<file path="src/rtl/mul_share_arbiter.sv">
`default_nettype none
// ============================================================================
// Module   : mul_share_arbiter
// Brief    : Round-robin sharing of one sequential multiplier among N_REQ
//            requesters, with operand muxing, result return and a watchdog.
// Revision : 1.0
// ============================================================================
module mul_share_arbiter #(
    parameter int N_REQ   = 4,
    parameter int WIDTH   = 16,
    parameter int TIMEOUT = 1024
) (
    input  logic                   clk,
    input  logic                   rst_n,
    input  logic [N_REQ-1:0]       req,
    input  logic [N_REQ*WIDTH-1:0] req_a,
    input  logic [N_REQ*WIDTH-1:0] req_b,
    output logic [N_REQ-1:0]       gnt,
    output logic [N_REQ-1:0]       ack,
    output logic [WIDTH-1:0]       result,
    output logic                   err,
    output logic                   busy,
    output logic                   mul_start,
    output logic [WIDTH-1:0]       mul_data,
    input  logic                   mul_ldA,
    input  logic                   mul_ldB,
    input  logic                   mul_done,
    input  logic [WIDTH-1:0]       mul_product
);

    localparam int c_idx_w = (N_REQ > 1) ? $clog2(N_REQ) : 1;
    localparam int c_wd_w  = $clog2(TIMEOUT);

    localparam logic [c_idx_w-1:0] c_last_idx = c_idx_w'(N_REQ - 1);
    localparam logic [c_idx_w:0]   c_n_req    = (c_idx_w + 1)'(N_REQ);
    localparam logic [c_wd_w-1:0]  c_wd_max   = c_wd_w'(TIMEOUT - 1);

    typedef enum logic [1:0] {
        S_IDLE  = 2'd0,
        S_RUN   = 2'd1,
        S_RESP  = 2'd2,
        S_DRAIN = 2'd3
    } state_t;

    state_t               r_state;
    state_t               w_next;
    logic [c_idx_w-1:0]   r_ptr;
    logic [c_idx_w-1:0]   r_winner;
    logic [c_idx_w-1:0]   w_win;
    logic [WIDTH-1:0]     r_a;
    logic [WIDTH-1:0]     r_b;
    logic [c_wd_w-1:0]    r_wd;
    logic [WIDTH-1:0]     r_result;
    logic                 r_err;
    logic                 w_start;
    logic                 w_own;
    logic                 w_ack;
    logic [N_REQ-1:0]     w_onehot;

    // Round-robin search: walk offsets from farthest to nearest so the
    // nearest requester at or after the pointer is the last one written.
    always_comb begin
        logic [c_idx_w:0] sum;
        w_win = r_ptr;
        sum   = '0;
        for (int j = N_REQ - 1; j >= 0; j--) begin
            sum = {1'b0, r_ptr} + (c_idx_w + 1)'(j);
            if (sum >= c_n_req) begin
                sum = sum - c_n_req;
            end
            if (req[sum[c_idx_w-1:0]]) begin
                w_win = sum[c_idx_w-1:0];
            end
        end
    end

    always_ff @(posedge clk or negedge rst_n) begin
        if (!rst_n) begin
            r_state <= S_IDLE;
        end else begin
            r_state <= w_next;
        end
    end

    always_comb begin
        w_next  = r_state;
        w_start = 1'b0;
        w_own   = 1'b0;
        w_ack   = 1'b0;
        case (r_state)
            S_IDLE: begin
                if (|req) begin
                    w_next = S_RUN;
                end
            end
            S_RUN: begin
                w_start = 1'b1;
                w_own   = 1'b1;
                if (mul_done || (r_wd == c_wd_max)) begin
                    w_next = S_RESP;
                end
            end
            S_RESP: begin
                w_own  = 1'b1;
                w_ack  = 1'b1;
                w_next = S_DRAIN;
            end
            S_DRAIN: begin
                if (!mul_done) begin
                    w_next = S_IDLE;
                end
            end
            default: w_next = S_IDLE;
        endcase
    end

    always_ff @(posedge clk or negedge rst_n) begin
        if (!rst_n) begin
            r_ptr    <= '0;
            r_winner <= '0;
            r_a      <= '0;
            r_b      <= '0;
            r_wd     <= '0;
            r_result <= '0;
            r_err    <= 1'b0;
        end else begin
            case (r_state)
                S_IDLE: begin
                    if (|req) begin
                        r_winner <= w_win;
                        r_a      <= req_a[w_win*WIDTH +: WIDTH];
                        r_b      <= req_b[w_win*WIDTH +: WIDTH];
                        r_wd     <= '0;
                    end
                end
                S_RUN: begin
                    if (mul_done) begin
                        r_result <= mul_product;
                        r_err    <= 1'b0;
                    end else if (r_wd == c_wd_max) begin
                        r_result <= '0;
                        r_err    <= 1'b1;
                    end else begin
                        r_wd <= r_wd + 1'b1;
                    end
                end
                S_RESP: begin
                    r_ptr <= (r_winner == c_last_idx) ? '0 : r_winner + 1'b1;
                end
                default: begin
                end
            endcase
        end
    end

    assign w_onehot  = {{(N_REQ-1){1'b0}}, 1'b1} << r_winner;
    assign gnt       = w_own ? w_onehot : '0;
    assign ack       = w_ack ? w_onehot : '0;
    assign result    = r_result;
    assign err       = r_err;
    assign busy      = (r_state != S_IDLE);
    assign mul_start = w_start;

    // Load strobes only steer the bus while a job owns the multiplier.
    assign mul_data = ((r_state == S_RUN) && mul_ldA) ? r_a :
                      ((r_state == S_RUN) && mul_ldB) ? r_b : '0;

endmodule
`default_nettype wire

</file>
<file path="config.mk">
export PLATFORM = sky130hd
export DESIGN_NAME = mul_share_arbiter
export DESIGN_NICKNAME = d
export VERILOG_FILES = /design/src/rtl/mul_share_arbiter.sv
export SDC_FILE = /design/constraint.sdc
export NUM_CORES = 1
export LEC_CHECK = 0
export ABC_AREA = 1
export ABC_CLOCK_PERIOD_IN_PS = 3600
export CAP_MARGIN = 20
export CORE_ASPECT_RATIO = 1.4
export CORE_MARGIN = 2
export CORE_UTILIZATION = 40
export DETAILED_ROUTE_END_ITERATION = 8
export DONT_BUFFER_PORTS = 1
export HOLD_SLACK_MARGIN = 0.06
export PLACE_DENSITY = 0.6
export SYNTH_ARGS = -nofsm -noshare
export SYNTH_HDL_FRONTEND = slang
export SYNTH_SLANG_ARGS = --single-unit
</file>
<file path="constraint.sdc">
create_clock -name clk -period 3.6 [get_ports clk]
set_input_delay 0.9 -clock clk [delete_from_list [all_inputs] [get_ports clk]]
set_output_delay 0.9 -clock clk [all_outputs]
set_load 0.05 [all_outputs]
</file>
# --- Word-level counts from Yosys, hierarchy flattened ---
# Cells that the tools add are included.
# Widths: inputs -> output; s select.
word_totals:
  ff_bits: 65
  input_bits: 153
  elab_cells: 87
classes:
  n_eq_ne: 10
  reduce_logical: 13
  shifts: 3
  add_sub_neg: 9
  muxes: 36
  magnitude_cmp: 8
ops:
  columns: ["operator", "count"]
  rows:
  - ["$shiftx 64x7->16", 2]
  - ["$mux 16", 4]
  - ["$mux 10", 3]
  - ["$mux 2", 12]
  - ["$pmux 10 s2", 1]
  - ["$lt 2x3->1 const B", 4]
  - ["$add 10x1->10 const B", 1]
  - ["$eq 10x10->1 const B", 1]
  - ["$ne 2x2->1 const B", 5]
  - ["$ge 3x3->1 const B", 3]
  - ["$mux 1", 9]
  - ["$bmux 1 s2", 4]
  - ["$mux 4", 2]
  - ["$pmux 2 s4", 1]
  - ["$sub 2x1->2 const B", 4]
  - ["$add 2x2->3 const B", 2]
  - ["$eq 2x2->1 const B", 3]
  - ["$reduce_bool 2->1", 3]
  - ["$reduce_and 2->1", 2]
  - ["$reduce_and 4->1", 1]
  - ["$reduce_or 4->1", 1]
  - ["$shl 1x2->4 const A", 1]
  - ["$add 2x1->3 const B", 1]
  - ["$ge 2x3->1 const B", 1]
  - ["other kinds (7)", 8]

# --- Logic depth before layout (Yosys ltp) ---
# Gate-level depths: netlist of run 1.
logic_depth:
  ltp_word: 10
  ltp_mapped: 16
  mapped_depth_nobuf: 14

# --- Worst setup path after synthesis of run 1 ---
# OpenSTA, ideal clock, no wires.
synth_path:
  kind: "input to output"
  from: "in mul_ldA"
  to: "out mul_data[10]"
  t_required_ps: 2700
  arrival_time_ps: 2643
  slack_ps: 57
  stages: 5
  cell_sequence: "clkbuf_1 inv_1 clkbuf_1 nand2_1 o21ai_0"
synth_between:
  elab_chain_len: 2
synth_lines:
  columns: ["item", "line", "rtl"]
  rows:
  - ["start: declaration", "25", "input logic mul_ldA,"]
  - ["$logic_and 1x1->1", "165", "assign mul_data = ((r_state == S_RUN) && mul_ldA) ? r_a :"]
  - ["$mux 16", "165", null]
  - ["end: declaration", "24", "output logic [WIDTH-1:0] mul_data,"]
# Every way passes these cells.

# --- Worst setup path in the final report of run 1 ---
layout_path:
  from: "reg r_state[1]"
  to: "out mul_data[2]"
layout_between:
  elab_chain_len: 4
  elab_cells_between_ends: 5
  classes_between: "1 x eq/ne; 2 x mux; 2 x reduce/logical"
layout_lines:
  columns: ["item", "line", "rtl"]
  rows:
  - ["start: declaration", "45", "state_t r_state;"]
  - ["start signal: assignment", "81", "r_state <= w_next;"]
  - ["$eq 2x1->1 (*)", "165, 166", null]
  - ["$logic_and 1x1->1", "166", "((r_state == S_RUN) && mul_ldB) ? r_b : '0;"]
  - ["$mux 16", "166", null]
  - ["$mux 16 (*)", "165", null]
# Mark *: on every way between the ends. The rest lies on a longest branch, timed or not.

==> results of run 1 <==
-- routing by layer --
metal | wire length [um] | global-route usage (%) | share of wire (%) | vias to the layer above
li1 | - | - | - | 2209
met1 | 5930 | 30.5 | 40 | 2107
met2 | 7190 | 39.6 | 49 | 214
met3 | 968 | 4.42 | 6.6 | 40
met4 | 568 | 11.4 | 3.9 | 0
met5 | 0 | 0 | 0 | -
-- registers in the layout (all words and copies together), names as in the netlist --
name	count
err	1
r_state	2
r_a	16
result	16
r_wd	10
r_ptr	2
r_winner	2
r_b	16
-- worst paths after layout --
check | from | to | cells after the start
worst min register to register | r_a[6] | r_a[6] | 2
min in group clk | r_a[6] | r_a[6] | 2
worst max register to register | r_ptr[0] | r_a[2] | 13
worst max-delay path | r_state[1] | mul_data[2] | 5
max in group asynchronous | rst_n | r_a[8] | 0
worst min-delay path | rst_n | r_ptr[1] | 0
-- final cells by class --
cell class                 instances  area share, %
clock inverter                     4           1.05
inverter                          36           2.87
timing repair buffer              25           3.85
clock buffer                      12           5.26
tap                              141           3.62
multi-input combinational        519           50.0
sequential                        65           33.4
-- worst max-delay path, stage by stage (launching register included) --
cell     delay (ns)
dfrtp_1        0.40
inv_1          0.10
ha_1           0.51
nand2_1        0.56
o21ai_1        0.31
buf_4          0.23
-- stage by stage --
stage	cells	power [mW]	setup slack [ns]	hold WS (ns)
after floorplan	666	4.35	0.0573	0.449
after global placement	786	4.89	0.748	0.466
after detailed placement	786	4.97	0.612	0.467
after CTS	802	5.89	0.264	0.250
after global routing	802	6.36	0.119	0.248
final	802	5.87	0.249	0.263
-- synth_stat cells, types with 2 or more instances --
master | n | area share [%]
nand2_1 | 201 | 17
nor3_1 | 2 | 0.22
buf_2 | 17 | 1.9
nor4_1 | 3 | 0.42
buf_8 | 3 | 1.0
inv_2 | 3 | 0.25
nand4_1 | 2 | 0.28
o31ai_1 | 2 | 0.33
xor2_1 | 3 | 0.59
nand2_2 | 6 | 0.84
inv_1 | 31 | 2.6
o21ai_0 | 28 | 3.1
nand3_1 | 238 | 27
a21oi_1 | 5 | 0.56
dfrtp_1 | 65 | 36
ha_1 | 9 | 2.5
clkbuf_1 | 16 | 1.3
buf_6 | 6 | 1.5
nor2_1 | 16 | 1.3
buf_4 | 4 | 0.67
-- report_power, final --
group,switching (mW),internal [mW],leakage (nW)
clock network,0.323,0.574,0.149
logic,2.42,0.980,1.46
registers,0.524,1.05,0.817
-- cells by family (layout without fill, tap and decap cells) --
logic type / count (synthesis) / in the layout / synth area share (%)
AO/OA/AOI/OAI: 37 / 37 / 4.37
XOR/XNOR: 3 / 3 / 0.585
adder cells (fa/ha/maj): 9 / 9 / 2.51
buffers and inverters: 82 / 77 / 9.53
flip-flops: 65 / 65 / 36.2
AND/OR/NAND/NOR: 470 / 470 / 46.8
==> impl_metrics.tcl, run 1 <==
set metrics [dict create \
    final_common_cell "nand3_1" \
    worst_setup_path_end_kind "primary output" \
    drive_gt1_share_pct 8.17 \
    gr-total-overflow 0 \
    diodes 0 \
    dominantRegCellSynth "dfrtp_1" \
    fp.dieH_um 129 \
    crit_path_max_fanout 16 \
    synth-edff-count 0 \
    synth_cell_types 26 \
    cts_max_level 3 \
    rsz0062_at_grt "no" \
    setup_violations 0 \
    clockBufferDepth 2 \
    cp.required_ns 2.70 \
    clock-root-buffer "clkbuf_16" \
    status "finished, final reports clean" \
    drtIter0Drc 362 \
    vdd_drop_max_v 0.000515 \
    post-route-period-util_pct 93.1 \
    synth-async-reset-ratio_pct 100 \
    routedWlPerCell_um 18.3 \
    post_cts_resized 0 \
    final_cell_mix "238 x nand3_1, 201 x nand2_1, 65 x dfrtp_1" \
    power.leakage_nw 2.42 \
    cts_buffers 9 \
    finalHoldViolations 0 \
    cts.sinks 65 \
    period_needed_ns 3.35 \
    clk_pin_slew_ns 0.05 \
    syn-num-nets 828 \
    regArea_mm2 0.00163 \
    yosysWarningCount 0 \
    dr_total_vias 4570 \
    drc 0 \
    antenna_found_initial 0 \
    wirelength_um 14700 \
    max_freq_mhz 298 \
    final_util_pct 44.7 \
    io-pin-count 196 \
    arrival_ns 2.45 \
    die-area_mm2 0.0121 \
    tightest_slew_ns 0.792 \
    dpl_cell_area_mm2 0.00457 \
    fillers 1164 \
    multiInputGateArea_mm2 0.00244 \
    hold_class "primary input to asynchronous set/reset pin" \
    start_util_pct 41.1 \
    gp_congestion 0.946 \
    syn_to_final_growth_pct 8.61 \
    hold_buffers 0 \
    grtUsageTotal_pct 24.0 \
    reg2reg_setup_slack_ns 0.92 \
    hpwl_um 11000 \
    cts_setup_buffers 0 \
    finalMaxSlewViolations 0 \
    fin_setup_tns_ns 0 \
    io_buffers 0 \
    synth_seq_cells 65 \
    nets 818 \
    synthCells 666 \
    start_kind "flip-flop" \
    ys_seq_area_share_pct 36.2 \
    syn_avg_cell_area_um2 6.74 \
    relSlewSlack_pct 46.7 \
    die-width_um 93.6 \
    grt_pass1_wl_um 22400 \
    cts_tree "built" \
    rows 45 \
    postRouteAntennaNets 0 \
    grt_pass1_vias 4386 \
    p_per_area_mw_per_mm2 1200 \
    stdcell_area_mm2 0.00488 \
    design.core.area_mm2 0.0109 \
    cap_violations 0 \
    firstDrtPassIters 5 \
    viasPerCell 5.70 \
    syn_area_mm2 0.00449 \
    finClkSkew_ns 0.00531 \
    grt_max_degree 66 \
    clock_latency_ns 0.33 \
    path_class "flip-flop to primary output" \
]
Power figures use the tool's default switching activity.
==> run 2: changes to the inputs <==
--- a/config.mk
+++ b/config.mk
@@ -8,13 +8,15 @@
 export ABC_AREA = 1
 export ABC_CLOCK_PERIOD_IN_PS = 3600
 export CAP_MARGIN = 20
-export CORE_ASPECT_RATIO = 1.4
+export CELL_PAD_IN_SITES_DETAIL_PLACEMENT = 1
+export CELL_PAD_IN_SITES_GLOBAL_PLACEMENT = 1
+export CORE_ASPECT_RATIO = 1.25
 export CORE_MARGIN = 2
 export CORE_UTILIZATION = 40
 export DETAILED_ROUTE_END_ITERATION = 8
 export DONT_BUFFER_PORTS = 1
 export HOLD_SLACK_MARGIN = 0.06
-export PLACE_DENSITY = 0.6
+export PLACE_DENSITY = 0.81
 export SYNTH_ARGS = -nofsm -noshare
 export SYNTH_HDL_FRONTEND = slang
 export SYNTH_SLANG_ARGS = --single-unit
==> impl_metrics.tcl, run 2 (synthesized netlist as in run 1, its figures left out) <==
set metrics [dict create \
    die-width_um 98.8 \
    grt_max_degree 66 \
    comb_power_share_pct 59.2 \
    final_cell_mix "238 x nand3_1, 201 x nand2_1, 65 x dfrtp_1" \
    start_util_pct 40.7 \
    post_cts_resized 0 \
    p_sw_share_pct 56.7 \
    start_kind "flip-flop" \
    pre_cts_slack_ns 0.470 \
    setup_slack_ns 0.723 \
    viasPerCell 5.90 \
    post-route-period-util_pct 79.9 \
    critical_path.slowest_cell "dfrtp_1" \
    p_switching_mw 3.31 \
    design.core.area_mm2 0.0110 \
    reg2reg_setup_slack_ns 0.72 \
    path_class "flip-flop to flip-flop" \
    finClkSkew_ns 0.00736 \
    cts_setup_buffers 0 \
    grt-busiest-layer "met2" \
    cap_violations 0 \
    vdd_drop_max_v 0.000426 \
    drtIter0Drc 236 \
    setup_violations 0 \
    gr-usage-met2_pct 46.2 \
    clock_latency_ns 0.33 \
    finalMaxSlewViolations 0 \
    cts_buffers 9 \
    final_common_cell "nand3_1" \
    max_stage_delay_ns 0.62 \
    antenna_found_initial 0 \
    io_buffers 0 \
    met1_usage_pct 30.8 \
    seqPwrFrac_pct 27.1 \
    crit_path_cell_trace "nand2_1 -> nand3_1 -> nand2_1 -> inv_1 -> nand2_1 -> nand2_2 -> nand2_2 -> nand2_2 -> nand2_2 -> nand2_1 -> nand3_1 -> nand3_1 -> nand2_1" \
    grt_pass1_wl_um 25200 \
    grt_pass1_vias 4972 \
    diodes 0 \
    dr_total_vias 4690 \
    period_needed_ns 2.88 \
    fin_setup_tns_ns 0 \
    rows 43 \
    fp.dieH_um 122 \
    hold_buffers 0 \
    max_freq_mhz 348 \
    dp_cells 781 \
    nets 819 \
    postRouteAntennaNets 0 \
    cp_top_family "simple AND/OR/NAND/NOR gates" \
    cts_max_level 3 \
    cts.sinks 65 \
    worst_setup_path_end_kind "flip-flop" \
    finalHoldViolations 0 \
    clockBufferDepth 2 \
    io-pin-count 196 \
    wirelength_um 15800 \
    power.leakage_nw 2.41 \
    gr-total-overflow 0 \
    rsz0062_at_grt "no" \
    gp_congestion 0.855 \
    p_clk_share_pct 13.7 \
    p_per_area_mw_per_mm2 1210 \
    routedWlPerCell_um 19.9 \
    p_int_mw 2.53 \
    hpwl_um 11700 \
    crit_path_max_fanout 33 \
    clk_pin_slew_ns 0.06 \
    arrival_ns 3.10 \
    firstDrtPassIters 4 \
    critPathBufInv 1 \
    grtUsageMet3_pct 4.67 \
    status "finished, final reports clean" \
    drive_gt1_share_pct 8.18 \
    syn_to_final_growth_pct 7.77 \
    die-area_mm2 0.0121 \
    cp_common_cell "nand2_1" \
    grtUsageTotal_pct 26.4 \
    clock-root-buffer "clkbuf_16" \
    relSlewSlack_pct 47.6 \
    hold_class "primary input to asynchronous set/reset pin" \
    drc 0 \
    tightest_slew_ns 0.779 \
    finalNonFillerCells 795 \
    cp.required_ns 3.82 \
    cts_tree "built" \
]
-- run 2: cell types whose count changed in the layout (fill, tap and decap cells not counted) --
cell,change
clkbuf_1,-1
clkinv_4,-1
buf_4,+1
clkinv_2,+1
bufinv_16,-1
-- run 2: stage by stage --
step / total power [mW] / cell area, um^2 / util, % / hold slack, ns
after CTS: 5.86 / 4840 / 43.9 / 0.251
after floorplan: 4.35 / 4490 / - / 0.449
after global placement: 4.88 / 4570 / 41.4 / 0.465
final: 5.83 / 4840 / 43.9 / 0.261
after detailed placement: 5.03 / 4570 / 41.4 / 0.470
after global routing: 6.35 / 4840 / 43.9 / 0.252
-- run 2: layer usage --
| layer | vias to the layer above | share of wire (%) |
|---|---|---|
| li1 | 2207 | - |
| met1 | 2278 | 39 |
| met2 | 166 | 51 |
| met3 | 39 | 5.2 |
| met4 | 0 | 4.0 |
| met5 | - | 0 |
-- run 2: worst paths after layout --
check | cells past startpoint | endpoint | start
max | 13 | r_b[0] | r_ptr[0]
min | 0 | r_wd[4] | rst_n
max reg2reg | 13 | r_b[0] | r_ptr[0]
min reg2reg | 2 | r_b[10] | r_b[10]
max in group asynchronous | 0 | r_a[14] | rst_n
min in group clk | 2 | r_b[10] | r_b[10]
-- run 2: power by group through the flow --
| stage | Clock, mW | Sequential (mW) | Combinational (mW) |
|---|---|---|---|
| 2_1_floorplan | 0 | 1.49 | 2.86 |
| 3_3_place_gp | 0 | 1.58 | 3.30 |
| 3_5_place_dp | 0 | 1.59 | 3.44 |
| 4_1_cts | 0.819 | 1.58 | 3.47 |
| 5_1_grt | 0.839 | 1.62 | 3.89 |
| 6_report | 0.800 | 1.58 | 3.46 |
-- run 2: worst reg2reg max path, cell delays in order (launching register included) --
cell and delay, ns:
dfrtp_1 0.62, nand2_1 0.17, nand3_1 0.13, nand2_1 0.06, inv_1 0.06, nand2_1 0.07
nand2_2 0.09, nand2_2 0.07, nand2_2 0.39, nand2_2 0.57, nand2_1 0.24, nand3_1 0.13
nand3_1 0.11, nand2_1 0.05
-- run 2: layout make-up --
cell class                 count  area (um^2)
fill                        1444         6190
inverter                      36          140
tap                          135          169
clock buffer                  11          253
clock inverter                 3         17.5
sequential                    65         1630
multi-input combinational    519         2440
timing repair buffer          26          195
